### config.mk
export PLATFORM = sky130hd
export DESIGN_NAME = div_frontend
export DESIGN_NICKNAME = d
export VERILOG_FILES = /design/src/rtl/div_frontend.sv
export SDC_FILE = /design/constraint.sdc
export NUM_CORES = 1
export LEC_CHECK = 0
export BUFFER_PORTS_ARGS = -buffer_cell sky130_fd_sc_hd__clkbuf_2
export CAP_MARGIN = 30
export CORE_ASPECT_RATIO = 0.75
export CORE_UTILIZATION = 35
export CTS_BUF_LIST = sky130_fd_sc_hd__clkbuf_8
export CTS_CLUSTER_DIAMETER = 40
export DETAILED_ROUTE_END_ITERATION = 7
export GPL_TIMING_DRIVEN = 0
export PLACE_DENSITY = 0.68
export SYNTH_ARGS = -nofsm -noshare
export SYNTH_HDL_FRONTEND = slang
export SYNTH_SLANG_ARGS = --single-unit
### constraint.sdc
create_clock -name clk -period 5.8 [get_ports clk]
set_input_delay 0.58 -clock clk [delete_from_list [all_inputs] [get_ports clk]]
set_output_delay 0.58 -clock clk [all_outputs]
set_load 0.05 [all_outputs]
### src/rtl/div_frontend.sv
// div_frontend: two's-complement request front-end for the sequential sign-magnitude divider.
// Ports:
//   clk, nrst                           clock, asynchronous active-low reset
//   in_valid/in_ready, in_dividend/in_divisor
//                                       signed operand request handshake
//   out_valid/out_ready, out_quotient/out_remainder, out_dbz/out_sat/out_timeout
//                                       signed result with status flags, held until accepted
//   div_en, div_start, div_dividend/div_divisor
//                                       sign-magnitude request to the divider
//   div_done, div_quotient/div_remainder
//                                       divider completion and sign-magnitude result
module div_frontend #(
    parameter int DIV_TIMEOUT = 63
) (
    input  logic        clk,
    input  logic        nrst,
    input  logic        in_valid,
    output logic        in_ready,
    input  logic [31:0] in_dividend,
    input  logic [31:0] in_divisor,
    output logic        out_valid,
    input  logic        out_ready,
    output logic [31:0] out_quotient,
    output logic [31:0] out_remainder,
    output logic        out_dbz,
    output logic        out_sat,
    output logic        out_timeout,
    output logic        div_en,
    output logic        div_start,
    output logic [31:0] div_dividend,
    output logic [31:0] div_divisor,
    input  logic        div_done,
    input  logic [31:0] div_quotient,
    input  logic [31:0] div_remainder
);
    localparam int WW = $clog2(DIV_TIMEOUT + 1);
    typedef enum logic [2:0] {IDLE, ISSUE, WAIT, CAPTURE, RESP} state_t;
    state_t        state_q, state_d;
    logic [WW-1:0] wd_q, wd_d;
    logic [31:0]   dd_q, dd_d, dv_q, dv_d, q_q, q_d, r_q, r_d;
    logic          dbz_q, dbz_d, sat_q, sat_d, to_q, to_d;
    logic          a_min, b_min;
    logic [30:0]   a_abs, b_abs, a_mag, b_mag;
    logic [31:0]   cq_mag;
    // -2^31 has no 31-bit magnitude; it is clamped to 2^31-1 and flagged
    assign a_min  = in_dividend == 32'h8000_0000;
    assign b_min  = in_divisor == 32'h8000_0000;
    assign a_abs  = in_dividend[31] ? ~in_dividend[30:0] + 31'd1 : in_dividend[30:0];
    assign b_abs  = in_divisor[31] ? ~in_divisor[30:0] + 31'd1 : in_divisor[30:0];
    assign a_mag  = a_min ? 31'h7FFF_FFFF : a_abs;
    assign b_mag  = b_min ? 31'h7FFF_FFFF : b_abs;
    assign cq_mag = {1'b0, div_quotient[30:0]};
    assign in_ready      = state_q == IDLE;
    assign out_valid     = state_q == RESP;
    assign div_start     = state_q == ISSUE;
    assign div_en        = 1'b1;
    assign div_dividend  = dd_q;
    assign div_divisor   = dv_q;
    assign out_quotient  = q_q;
    assign out_remainder = r_q;
    assign out_dbz       = dbz_q;
    assign out_sat       = sat_q;
    assign out_timeout   = to_q;
    always_comb begin
        state_d = state_q;
        wd_d    = wd_q;
        dd_d    = dd_q;
        dv_d    = dv_q;
        q_d     = q_q;
        r_d     = r_q;
        dbz_d   = dbz_q;
        sat_d   = sat_q;
        to_d    = to_q;
        unique case (state_q)
            IDLE: if (in_valid) begin
                dd_d  = {in_dividend[31], a_mag};
                dv_d  = {in_divisor[31], b_mag};
                sat_d = a_min | b_min;
                // divide by zero never reaches the divider
                if (in_divisor == 32'd0) begin
                    dbz_d   = 1'b1;
                    q_d     = in_dividend[31] ? 32'h8000_0000 : 32'h7FFF_FFFF;
                    r_d     = in_dividend;
                    state_d = RESP;
                end else begin
                    state_d = ISSUE;
                end
            end
            ISSUE: begin
                wd_d    = '0;
                state_d = WAIT;
            end
            WAIT: begin
                wd_d = wd_q + 1'b1;
                if (div_done) begin
                    state_d = CAPTURE;
                end else if (wd_q == WW'(DIV_TIMEOUT - 1)) begin
                    to_d    = 1'b1;
                    q_d     = '0;
                    r_d     = '0;
                    state_d = RESP;
                end
            end
            // divider result is valid only the cycle after div_done
            CAPTURE: begin
                q_d     = div_quotient[31] ? -cq_mag : cq_mag;
                r_d     = dd_q[31] ? -div_remainder : div_remainder;
                state_d = RESP;
            end
            RESP: if (out_ready) begin
                dbz_d   = 1'b0;
                sat_d   = 1'b0;
                to_d    = 1'b0;
                state_d = IDLE;
            end
            default: state_d = IDLE;
        endcase
    end
    always_ff @(posedge clk or negedge nrst) begin
        if (!nrst) begin
            state_q <= IDLE;
            wd_q    <= '0;
            dd_q    <= '0;
            dv_q    <= '0;
            q_q     <= '0;
            r_q     <= '0;
            dbz_q   <= 1'b0;
            sat_q   <= 1'b0;
            to_q    <= 1'b0;
        end else begin
            state_q <= state_d;
            wd_q    <= wd_d;
            dd_q    <= dd_d;
            dv_q    <= dv_d;
            q_q     <= q_d;
            r_q     <= r_d;
            dbz_q   <= dbz_d;
            sat_q   <= sat_d;
            to_q    <= to_d;
        end
    end
endmodule

==> metrics.md <==
| Metric | Value |
|---|---|
| Final RePlAce weighted congestion | 0.965 |
| Number of gates resized after CTS | 0 |
| EDFF count, synth | 0 |
| TritonCTS clock tree | built |
| First-pass iteration count of the detailed router | 7 |
| Layout overhead on the synthesized area | 24.4% |
| Via density | approximately 5.7 |
| Proportion of synthesized chip area in sequential cells | 0.404 |
| Clock tree root buffer cell | sky130_fd_sc_hd__clkbuf_8 |
| Num ports | between 200 and 300 |
| Final count of hold timing violations | 0 |
| Minimum clock period | 3.06 ns |
| Cell-by-cell listing of the critical path | clkbuf_2 -> inv_1 -> ha_1 -> nor3b_1 -> nand4_1 -> nand4b_2 -> o31a_1 -> buf_2 -> a221oi_1 -> nor2_1 |
| Number of CTS-inserted buffers | 17 |
| Clock-pin slew of the registers on the worst-case setup and hold paths | 0.08 ns |
| Number of core rows | a little under 50 |
| Global Route Usage Sum | 0.263 |
| Fraction of layout cells with a size suffix above 1 | 0.248 |
| Clock network fraction of design power | 0.115 |
| Fraction of registers with async set/reset | 1.00 |
| Post-detailed-placement cell area | 10500 sq um |
| Max-cap violation count | 0 |
| Initial antenna violation count | 4 |
| Final standard cell utilization of the core | 0.447 |
| Fin. max-slew vios | 0 |
| Vertical die dimension | 138 um |
| Maximum VDD drop | 0.000244 V |
| Net count after synthesis | 1163 |
| Peak fanout along the critical path | 10 |
| Number of nets with antenna violations after detailed routing | 0 |
| Switching portion of total power | 0.577 |
| Top cells by area in the synthesized netlist | sky130_fd_sc_hd__dfrtp_1, sky130_fd_sc_hd__nor2_1, sky130_fd_sc_hd__a21oi_1, sky130_fd_sc_hd__nand2_1, sky130_fd_sc_hd__xor2_1 |
| Setup repair after global routing missed its margin | false |
| Die outline area | 25400 sq um |
| Final setup skew | around 0.022 ns |
| Top FF cell, synth | sky130_fd_sc_hd__dfrtp_1 |
| Combinational power share | 0.610 |
| Initial standard-cell utilization of the core | 0.359 |
| Max Clk Rate | 327 MHz |
| Post-DP HPWL | 26.2 mm |
| Area of the core region | 24200 sq um |
| Post-Syn Area | between 8000 and 9000 sq um |
| Path type of the worst setup path | in2reg |
| Multi-input gate area | 4820 sq um |
| Die extent in x | 184 um |
| Post-Synthesis Cells | 1024 |
| Leading post-synthesis cells by instance count | sky130_fd_sc_hd__dfrtp_1, sky130_fd_sc_hd__nor2_1, sky130_fd_sc_hd__nand2_1 |
| Register cell area after layout | between 3000 and 4000 sq um |
| Global-route wire length before repair | 51.2 mm |
| Net load switching power | 3.61 mW |
| Endpoint class of the critical path | flop |
| Vias after detailed routing | 9374 |
| Accumulated negative setup slack | 0 ns |
| Synthesis-stage register bit count | 140 |
| Insertion delay of the later-clocked pin in the worst-skew pair | 0.47 ns |
| DRC violation total after the first TritonRoute iteration | 987 |
| Worst hold slack | 0.103 ns |
| Count of different cell masters after synthesis | 64 |
| # Post-CTS Setup Buffers | 0 |
| Routed length per instance | between 20 and 25 um |
| Total setup violations reported at the end of the flow | 0 |
| Aggregate routed wire length | 33.6 mm |
| Cell with the most instances after synthesis | sky130_fd_sc_hd__dfrtp_1 |
| Nets | 1448 |
| Internal cell power | 2.65 mW |
| Grt total ovfl | 0 |
| DRC viols | 0 |
| Max-slew headroom at the worst pin | 0.368 |
| Cell type with the largest total area after synthesis | sky130_fd_sc_hd__dfrtp_1 |
| Delay of the slowest critical-path stage | 0.57 ns |
| Library cell contributing the largest single delay on the critical path | sky130_fd_sc_hd__nor3b_1 |
| Fraction of power consumed by sequential logic | 0.275 |
| Mean cell area of the mapped netlist | ~8.5 sq um |
| Worst EP arrival | 3.40 ns |
| Worst min path class | in2async |
| Pin count of the biggest net entering global routing | 79 |
| Cells on worst reg2reg path | 8 |
| Number of buffers on the longest clock path | 2 |
| Number of I/O port buffers | 265 |
| Synthesis warning total | 0 |
| Post-route standard cell area excluding fillers | between 10000 and 15000 sq um |
| Transition time of the tightest slew-check pin | 0.940 ns |
| CTS H-tree depth | 4 |
| Num Clock Sinks | 140 |
| Post-route clock period utilization | 0.528 |
| Via count of the first global-routing pass | around 9000 |
| Leakage component of the power | approximately 4.6 nW |
| Filler Cell Count | 2517 |
| Number of hold buffers added after CTS | 0 |
| Run status | completed |
| Area share of the largest cell type after synthesis | 0.404 |
| WP data required | 6.14 ns |
| Crit start category | input pin |
| Total power density per cell area | 580 nW/um^2 |
stage by stage:
step / power (mW) / std cells / setup WS [ns]
after floorplan: 4.43 / 1024 / 2.87
after global placement: 5.49 / 1620 / 1.59
after detailed placement: 5.54 / 1621 / 2.29
after CTS: 6.27 / 1652 / 2.79
after global routing: 6.60 / 1653 / 2.57
final: 6.27 / 1654 / 2.74
worst max-delay path, delay by kind of cell:
family,cells,cell delay (ns)
adder cells (fa/ha/maj),1,0.20
buffers and inverters,3,0.44
AO/OA/AOI/OAI,2,0.78
AND/OR/NAND/NOR,4,1.40
cell families after synthesis:
kind of cell | synth area share
compound gates | 0.238
xor+xnor | 0.0858
fa+ha+maj | 0.00865
buf+inv | 0.0405
flops | 0.404
mux | 0.00952
other cells | 0.000432
simple gates | 0.213
final timing paths:
check,start,endpoint,slack (ns)
setup / recovery,in_divisor[0],out_remainder[20],2.74
hold / removal,nrst,div_dividend[19],0.10
setup reg to reg,state_q[2],div_divisor[20],3.21
hold reg to reg,div_dividend[7],div_dividend[7],0.48
max in group asynchronous,nrst,out_quotient[16],4.90
min in group clk,out_ready,state_q[2],0.37
flip-flops by register name, summed over array words and instances, names as in the netlist:
register / count
out_remainder: 32
state_q: 3
out_quotient: 32
out_timeout: 1
wd_q: 6
out_sat: 1
div_divisor: 32
out_dbz: 1
div_dividend: 32
cell usage in the layout, fill, tap and decap left out, types with 7 or more instances in the layout:
master,Yosys,routed
sky130_fd_sc_hd__inv_1,20,20
sky130_fd_sc_hd__nand3_1,22,22
sky130_fd_sc_hd__or4_1,15,15
sky130_fd_sc_hd__o41ai_1,21,21
sky130_fd_sc_hd__a221oi_1,16,16
sky130_fd_sc_hd__a21oi_1,83,83
sky130_fd_sc_hd__nor2_1,120,120
sky130_fd_sc_hd__clkbuf_2,0,264
sky130_fd_sc_hd__o31ai_1,37,37
sky130_fd_sc_hd__or3_1,10,10
sky130_fd_sc_hd__nor4_1,11,11
sky130_fd_sc_hd__clkbuf_1,51,51
sky130_fd_sc_hd__a22oi_1,8,8
sky130_fd_sc_hd__o211ai_1,16,16
sky130_fd_sc_hd__nor3_1,25,25
sky130_fd_sc_hd__nand2b_1,15,15
sky130_fd_sc_hd__xnor2_1,39,39
sky130_fd_sc_hd__o21ai_0,75,75
sky130_fd_sc_hd__buf_2,11,11
sky130_fd_sc_hd__xor2_1,46,46
sky130_fd_sc_hd__a31oi_1,19,19
sky130_fd_sc_hd__clkinv_2,0,7
sky130_fd_sc_hd__nand2_1,110,110
sky130_fd_sc_hd__clkbuf_8,0,20
sky130_fd_sc_hd__dfrtp_1,140,140
power by group through the flow:
stage	sequential [mW]	clock, mW	combinational [mW]
2_1_floorplan	3.23	0	1.20
3_3_place_gp	1.72	0	3.77
3_5_place_dp	1.74	0	3.81
4_1_cts	1.72	0.732	3.81
5_1_grt	1.77	0.770	4.05
6_report	1.73	0.721	3.82
layout make-up:
| cell class | instances | share of cell area |
|---|---|---|
| clock inverters | 12 | 0.00695 |
| well taps | 331 | 0.0384 |
| diodes | 2 | 0.000464 |
| clock buffers | 19 | 0.0242 |
| plain buffers | 67 | 0.0256 |
| multi-input cells | 797 | 0.447 |
| flip-flops and latches | 140 | 0.324 |
| repair buffers | 266 | 0.126 |
| inverters | 20 | 0.00695 |
layer usage:
layer / track usage / share of wire / up-vias
met5: 0 / 0.00080 / -
met4: 0.0895 / 0.026 / 4
met3: 0.0893 / 0.11 / 56
met2: 0.371 / 0.42 / 469
met1: 0.373 / 0.44 / 4547
li1: - / - / 4298
(Power assumes the default switching activity.)
